$ cat src/rtl/excp_sched.sv
// excp_sched: exception / ERTN commit controller for the LoongArch CSR file.
// Samples the commit stage, prioritises interrupt/exception/ERTN into one
// ECODE/ESUBCODE, pulses the CSR update, drains the pipe, then redirects fetch.
// Optional event counters are enabled by defining EXCP_SCHED_STAT_EN.
module excp_sched #(
  parameter int unsigned DRAIN_CYCLES = 2
) (
  input  logic        clk,
  input  logic        resetn,
  input  logic        wb_valid,
  input  logic [31:0] wb_pc,
  input  logic [4:0]  wb_excp,
  input  logic        wb_ertn,
  input  logic        int_pending,
  input  logic        crmd_ie,
  input  logic [31:0] eentry,
  input  logic [31:0] era,
  output logic        commit_allow,
  output logic        excp_flush,
  output logic        ertn_flush,
  output logic [5:0]  ecode,
  output logic [2:0]  esubcode,
  output logic [31:0] epc,
  output logic        flush_pipe,
  output logic        redirect_valid,
  output logic [31:0] redirect_pc,
  input  logic        redirect_ready,
  output logic        busy
`ifdef EXCP_SCHED_STAT_EN
  ,
  output logic [31:0] excp_count,
  output logic [31:0] ertn_count
`endif
);

  localparam int unsigned CW = (DRAIN_CYCLES > 0) ? $clog2(DRAIN_CYCLES + 1) : 1;

  localparam logic [5:0] ECODE_INT  = 6'h00;
  localparam logic [5:0] ECODE_ADEF = 6'h08;
  localparam logic [5:0] ECODE_INE  = 6'h0D;
  localparam logic [5:0] ECODE_SYS  = 6'h0B;
  localparam logic [5:0] ECODE_BRK  = 6'h0C;
  localparam logic [5:0] ECODE_ALE  = 6'h09;

  typedef enum logic [1:0] {
    S_IDLE     = 2'd0,
    S_FLUSH    = 2'd1,
    S_DRAIN    = 2'd2,
    S_REDIRECT = 2'd3
  } state_e;

  state_e      state_q, state_d;
  logic [CW-1:0] cnt_q, cnt_d;
  logic        kind_exc_q, kind_exc_d;
  logic [5:0]  ecode_q, ecode_d;
  logic [2:0]  esub_q, esub_d;
  logic [31:0] epc_q, epc_d;
  logic [31:0] rpc_q, rpc_d;
  logic        excp_flush_q, excp_flush_d;
  logic        ertn_flush_q, ertn_flush_d;
  logic        flush_pipe_q, flush_pipe_d;
  logic        rvalid_q, rvalid_d;
  logic        commit_allow_q, commit_allow_d;
  logic        busy_q, busy_d;

  logic        take_int;
  logic        is_exc;
  logic        evt;
  logic        enter_flush;
  logic [5:0]  sel_ecode;

  assign take_int    = int_pending & crmd_ie;
  assign is_exc      = take_int | (|wb_excp);
  assign evt         = wb_valid & (is_exc | wb_ertn);
  assign enter_flush = (state_q == S_IDLE) & evt;

  // Fixed-priority exception code selection (interrupt highest, ALE lowest).
  always_comb begin
    sel_ecode = ECODE_INT;
    if (take_int)        sel_ecode = ECODE_INT;
    else if (wb_excp[0]) sel_ecode = ECODE_ADEF;
    else if (wb_excp[1]) sel_ecode = ECODE_INE;
    else if (wb_excp[2]) sel_ecode = ECODE_SYS;
    else if (wb_excp[3]) sel_ecode = ECODE_BRK;
    else if (wb_excp[4]) sel_ecode = ECODE_ALE;
  end

  // Next-state, event latching and next values of the registered outputs.
  always_comb begin
    state_d    = state_q;
    cnt_d      = cnt_q;
    kind_exc_d = kind_exc_q;
    ecode_d    = ecode_q;
    esub_d     = esub_q;
    epc_d      = epc_q;
    rpc_d      = rpc_q;

    case (state_q)
      S_IDLE: begin
        if (evt) begin
          state_d    = S_FLUSH;
          kind_exc_d = is_exc;
          ecode_d    = is_exc ? sel_ecode : 6'h00;
          esub_d     = 3'd0;
          epc_d      = wb_pc;
        end
      end
      S_FLUSH: begin
        if (DRAIN_CYCLES > 0) begin
          state_d = S_DRAIN;
          cnt_d   = CW'(DRAIN_CYCLES);
        end else begin
          state_d = S_REDIRECT;
          rpc_d   = kind_exc_q ? eentry : era;
        end
      end
      S_DRAIN: begin
        cnt_d = cnt_q - CW'(1);
        if (cnt_q <= CW'(1)) begin
          state_d = S_REDIRECT;
          rpc_d   = kind_exc_q ? eentry : era;
        end
      end
      S_REDIRECT: begin
        if (redirect_ready) state_d = S_IDLE;
      end
      default: state_d = S_IDLE;
    endcase

    excp_flush_d   = (state_d == S_FLUSH) & kind_exc_d;
    ertn_flush_d   = (state_d == S_FLUSH) & ~kind_exc_d;
    flush_pipe_d   = (state_d != S_IDLE);
    rvalid_d       = (state_d == S_REDIRECT);
    commit_allow_d = (state_d == S_IDLE);
    busy_d         = (state_d != S_IDLE);
  end

  // State and output registers.
  always_ff @(posedge clk or negedge resetn) begin
    if (!resetn) begin
      state_q        <= S_IDLE;
      cnt_q          <= '0;
      kind_exc_q     <= 1'b0;
      ecode_q        <= 6'h00;
      esub_q         <= 3'd0;
      epc_q          <= 32'h0;
      rpc_q          <= 32'h0;
      excp_flush_q   <= 1'b0;
      ertn_flush_q   <= 1'b0;
      flush_pipe_q   <= 1'b0;
      rvalid_q       <= 1'b0;
      commit_allow_q <= 1'b1;
      busy_q         <= 1'b0;
    end else begin
      state_q        <= state_d;
      cnt_q          <= cnt_d;
      kind_exc_q     <= kind_exc_d;
      ecode_q        <= ecode_d;
      esub_q         <= esub_d;
      epc_q          <= epc_d;
      rpc_q          <= rpc_d;
      excp_flush_q   <= excp_flush_d;
      ertn_flush_q   <= ertn_flush_d;
      flush_pipe_q   <= flush_pipe_d;
      rvalid_q       <= rvalid_d;
      commit_allow_q <= commit_allow_d;
      busy_q         <= busy_d;
    end
  end

  assign commit_allow   = commit_allow_q;
  assign excp_flush     = excp_flush_q;
  assign ertn_flush     = ertn_flush_q;
  assign ecode          = ecode_q;
  assign esubcode       = esub_q;
  assign epc            = epc_q;
  assign flush_pipe     = flush_pipe_q;
  assign redirect_valid = rvalid_q;
  assign redirect_pc    = rpc_q;
  assign busy           = busy_q;

`ifdef EXCP_SCHED_STAT_EN
  logic [31:0] excp_cnt_q;
  logic [31:0] ertn_cnt_q;

  // Per-kind event counters, bumped on entry to FLUSH; wrap naturally.
  always_ff @(posedge clk or negedge resetn) begin
    if (!resetn) begin
      excp_cnt_q <= 32'h0;
      ertn_cnt_q <= 32'h0;
    end else if (enter_flush) begin
      if (is_exc) excp_cnt_q <= excp_cnt_q + 32'd1;
      else        ertn_cnt_q <= ertn_cnt_q + 32'd1;
    end
  end

  assign excp_count = excp_cnt_q;
  assign ertn_count = ertn_cnt_q;
`else
  // Counters absent; enter_flush only feeds the optional statistics.
  logic unused_enter_flush;
  assign unused_enter_flush = enter_flush;
`endif

endmodule
$ cat config.mk
export PLATFORM = sky130hd
export DESIGN_NAME = excp_sched
export DESIGN_NICKNAME = d
export VERILOG_FILES = /design/src/rtl/excp_sched.sv
export SDC_FILE = /design/constraint.sdc
export NUM_CORES = 1
export LEC_CHECK = 0
export BUFFER_PORTS_ARGS = -buffer_cell sky130_fd_sc_hd__buf_2
export CORE_MARGIN = 2
export CORE_UTILIZATION = 40
export CTS_BUF_LIST = sky130_fd_sc_hd__clkbuf_4 sky130_fd_sc_hd__clkbuf_8
export DETAILED_ROUTE_END_ITERATION = 8
export PLACE_DENSITY = 0.79
export SETUP_SLACK_MARGIN = 0.4
export SLEW_MARGIN = 0
export SYNTH_ARGS = -nofsm -noshare
export SYNTH_HDL_FRONTEND = slang
export SYNTH_SLANG_ARGS = --single-unit
$ cat constraint.sdc
create_clock -name clk -period 1.7 [get_ports clk]
set_input_delay 0.085 -clock clk [delete_from_list [all_inputs] [get_ports clk]]
set_output_delay 0.085 -clock clk [all_outputs]
set_load 0.05 [all_outputs]
---- Word level (Yosys, flattened, before mapping) ----
Cells that the tools add are included.
cells by class
  add/sub/neg operators ................... 1
  magnitude comparators ................... 1
  eq/ne operators ......................... 5
  mux-type cells .......................... 15
  bitwise logic cells ..................... 7
  reductions and logical operators ........ 7
operators with widths
  operator             count
  $mux 32              1
  $mux 4               5
  $mux 6               2
  $pmux 2 s4           1
  $eq 2x2->1 const B   3
  $mux 2               3
  $reduce_or 5->1      1
  $and 1x1->1          4
  $eq 2x1->1 const B   2
  $logic_not 2->1      2
  $pmux 2 s2           1
  $reduce_and 2->1     2
  $reduce_bool 2->1    2
  $le 2x1->1 const B   1
  $mux 1               2
  $or 1x1->1           2
  $sub 2x1->2 const B  1
  $not 1->1            1
storage, ports and cells
  flip-flop bits (word level) ............. 80
  input port bits ......................... 108
  word-level logic and storage cells ...... 47

---- Logic depth before layout (Yosys ltp) ----
  depth in word-level cells ............... 8
  mapped depth ............................ 7
  mapped depth without buffers ............ 6

---- Worst setup path before layout ----
No wires, ideal clock.
  kind .................................... register to register
  start ................................... register state_q[0]
  end ..................................... register busy_q, in the netlist busy
  setup time .............................. 127 ps
  arrival ................................. 1534 ps
  required time ........................... 1573 ps
  setup slack ............................. 39 ps
  stages on the path, launching flop included .. 7
  period minus slack after synthesis ...... 1661 ps
  cells stage by stage .................... dfrtp_1 > inv_1 > ha_1 > o21ai_0 > clkbuf_1 > a32oi_1 > or2_2
between the ends
  word-level cells in the longest chain between the ends .. 3
RTL lines
  element                             line  source
  start, declared                     52    state_e state_q, state_d;
  start signal, assigned              155   state_q <= state_d;
  $eq 2x2->1 (tied with other cells)  98    case (state_q)
  $pmux 2 s4 *                        98
  named net state_d[0]                52
  $reduce_bool 2->1 *                 135   busy_d = (state_d != S_IDLE);
  named net busy_d                    64    logic busy_q, busy_d;
  end signal, assigned                167   busy_q <= busy_d;
  end, declared                       64
Mark *: on every way through the listed nets, which the timed path passes. The rest lies on a longest branch.
A chain may end at the register's enable or synchronous reset.

---- Worst setup path in the final report ----
  start ................................... register state_q[0]
  end ..................................... register epc_q[9], in the netlist epc[9]
between the ends
  word-level cells in the longest chain between the ends .. 2
RTL lines
  element                            line  source
  $logic_not 2->1                    98
  $reduce_and 2->1 (no source line)  --
  end signal, assigned               160   epc_q <= epc_d;
  end, declared                      57    logic [31:0] epc_q, epc_d;
Every way passes these cells.

==> reports/results.tsv <==
stage	metric	value	unit
timing	Worst Max-Slew Pin Slew	0.524	ns
synthesis	Seq cells post-synth	78	
synthesis	leading area contributor after synthesis	dfrtp_1	
setup_path	CP startpoint kind	register	
cells_and_area	most frequent cells in the layout	buf_2 (180), dfrtp_1 (76), dlygate4sd3_1 (33), mux2i_1 (32), mux2_4 (28)	
cells_and_area	most common cell after layout, fill and taps aside	buf_2	
detailed_routing	vias	3157	
clock_tree	CTS tree	built	
synthesis	top_reg_cell synth	dfrtp_1	
setup_path	CP Class	reg2reg	
synthesis	compound-gate portion of the synthesized area	8.01	%
cells_and_area	Util after Layout	69.2	%
detailed_routing	DR iter-0 viols	63	
setup_path	Worst Setup End Kind	register	
timing	Hold Fails Final Rpt	0	
place	port buffer count	181	
global_routing	first-pass GRT wire length	15800	um
cells_and_area	# fillers	634	
global_routing	grt ovf	0	
timing	Clock Skew	0.0107	ns
timing	part of the cycle the worst path needs	93.2	%
clock_tree	Clock transition at path regs	0.08	ns
detailed_routing	Vias per Instance	4.94	
setup_path	CP arrival	1.82	ns
floorplan	die span in x	97.8	um
synthesis	Area contributors post-synth	dfrtp_1 (55%), mux2_4 (11%), mux2i_1 (9.1%)	
worst_hold_path	hold endpoint	redirect_pc[9]$_DFFE_PN0P_	
setup_path	Worst R2R Setup Slack	0.12	ns
setup_path	Crit path required time	1.93	ns
place	post-DP HPWL	6210	um
floorplan	row count	34	
clock_tree	later-pin clock latency in the skew report	0.35	ns
synthesis	largest family of logic cells by synthesized area	multiplexers	
global_routing	Total GRT Usage	21.1	%
place	placed cell area	4580	sq um
cells_and_area	area grow syn2layout	69.9	%
synthesis	top-area cell type share of the netlist area	54.8	%
setup_path	crit-path max FO	8	
place	gpl congestion	0.770	
timing	Period minus WS final	1.58	ns
cells_and_area	layout cells sized above 1	62.9	%
synthesis	mapped cell area	3520	sq um
synthesis	Synth warnings	0	
timing	RSZ-0062 raised after global routing	yes	
cells_and_area	cell area after layout	5970	sq um
worst_hold_path	worst hold-check path type	in2reg	
global_routing	antenna violations before repair	1	
detailed_routing	Post-DRT Antenna Nets	0	
clock_tree	CTS buffer count	9	
clock_tree	CTS sink cnt	78	
setup_path	R2R cell count	6	
clock_tree	Root Driver	clkbuf_8	
timing	final worst setup slack	0.116	ns
detailed_routing	drc violations	0	
pwr	Pwr Density	2250	nW/um^2
synthesis	Syn Inst Count	282	
setup_path	r2r startpoint	state_q[0]$_DFF_PN0_	
pwr	leakage power	0.00307	uW
timing	setup TNS after final layout	0	ns
place	Setup WS pre-CTS	0.0125	ns
setup_path	terminus of the critical flop-to-flop path	epc[9]$_DFFE_PN0P_	
detailed_routing	TritonRoute pass-1 iters	6	
run_status	outcome	complete, no violations	
worst_hold_path	Worst Min Path Start	era[9]	
global_routing	largest net degree at the start of global routing	41	
floorplan	IO Count	187	
timing	max_slew headroom	65.1	%
synthesis	sequential-to-total area share from yosys stat	55.6	%
synthesis	Synth async-reset ratio	100	%
global_routing	vias in the first global route	3172	
worst_hold_path	hold depth	3	
flow_run	# Max-Cap Violations	0	
timing	Pins Over Slew Limit	0	
synthesis	Yosys cell types	32	
synthesis	Avg Inst Size Synth	12.5	sq um
detailed_routing	final WL	10800	um
synthesis	post-synthesis mux area share	22.5	%
floorplan	DIE AREA	9560	sq um
synthesis	XOR/XNOR share of the synthesized area	0	%
floorplan	Core ar.	8640	sq um
cells_and_area	post-layout net count	638	
clock_tree	Max Buffers Root-to-Sink	2	
floorplan	Starting Density	40.7	%
pwr	peak supply drop	1.07	mV
synthesis	post-synthesis adder-cell area fraction	2.14	%
synthesis	simple-gate share of the synthesized area	6.33	%
floorplan	Die Y	97.8	um
synthesis	Post-synth EDFFs	0	
clock_tree	CTS H-tree lvls	3	
timing	WHS	0.00731	ns
timing	fmax	0.631	GHz
timing	Setup Viol. Count Final	0	
detailed_routing	wire per inst	16.8	um
## critical path, stage by stage, from the launching register on
cell     delay (ns)
dfrtp_1        0.41
inv_2          0.10
ha_4           0.14
o211a_4        0.23
buf_12         0.14
buf_16         0.13
mux2_4         0.30
## cells by family after synthesis
kind of cell | Yosys count
muxes | 65
AOI/OAI and AO/OA | 50
buffers and inverters | 32
DFF | 78
adders and majority gates | 6
and+or+nand+nor | 50
other | 1
## flip-flops by register name (all words and copies together) (netlist names)
signal          cells
redirect_pc        32
kind_exc_q          1
state_q             2
busy                1
ertn_flush          1
commit_allow        1
ecode               4
redirect_valid      1
epc                32
excp_flush          1
cnt_q               2
## how the worst max path moves through the flow
stage	from	endpoint	slack, ns	depth (start not counted)
floorplan	wb_excp[1]	epc[10]$_DFFE_PN0P_	0.16	5
finish	state_q[0]$_DFF_PN0_	epc[9]$_DFFE_PN0P_	0.12	6
CTS	state_q[0]$_DFF_PN0_	epc[13]$_DFFE_PN0P_	0.16	6
global placement	wb_excp[1]	epc[17]$_DFFE_PN0P_	0.04	5
detailed placement	wb_excp[1]	epc[25]$_DFFE_PN0P_	0.01	5
global route	state_q[0]$_DFF_PN0_	ertn_flush$_DFF_PN0_	0.09	6
## per-stage QoR
stage,instances,power [uW]
2_1_floorplan,286,8550
3_3_place_gp,561,9870
3_5_place_dp,561,10100
4_1_cts,629,12400
5_1_grt,639,14100
6_report,639,13500
## power by group
| group | switching [uW] | total, uW | internal, uW |
|---|---|---|---|
| registers | 663 | 3460 | 2800 |
| clock network | 670 | 1530 | 863 |
| logic | 5300 | 8470 | 3170 |
## cell usage after synthesis, types with 3 or more instances
cell type   n
mux2_2      7
dfrtp_1    77
mux2_4     26
buf_4       6
inv_1      11
nand3_1     3
o21ai_0    41
nor2_1      5
clkbuf_1    9
nand2_1    34
mux2i_1    32
ha_1        6
## what timing repair did
action | CTS | global route
setup endpoints to repair | 75 | 76
hold buffers | 33 | 0
pin swaps | 8 | 37
setup buffers | 13 | 2
cloned | 6 | 6
resized for setup | 32 | 100
endpoints found under the hold margin | 70 | 0
## layer usage
layer	global-route usage (%)	wire, um
met2	38.6	5800
met4	7.05	328
met1	24.0	4120
met3	5.23	514
met5	0	0
## cell type report
| cell class | count | area, sq um | share of cell area, % |
|---|---|---|---|
| inverters | 11 | 43.8 | 0.733 |
| multi-input cells | 176 | 1770 | 29.7 |
| diodes | 2 | 5.00 | 0.0838 |
| repair buffers | 248 | 1840 | 30.8 |
| flip-flops and latches | 78 | 1950 | 32.7 |
| clock buffers | 11 | 139 | 2.32 |
| well taps | 108 | 135 | 2.26 |
| clock inverters | 5 | 83.8 | 1.40 |
Power figures use the tool's default switching activity.
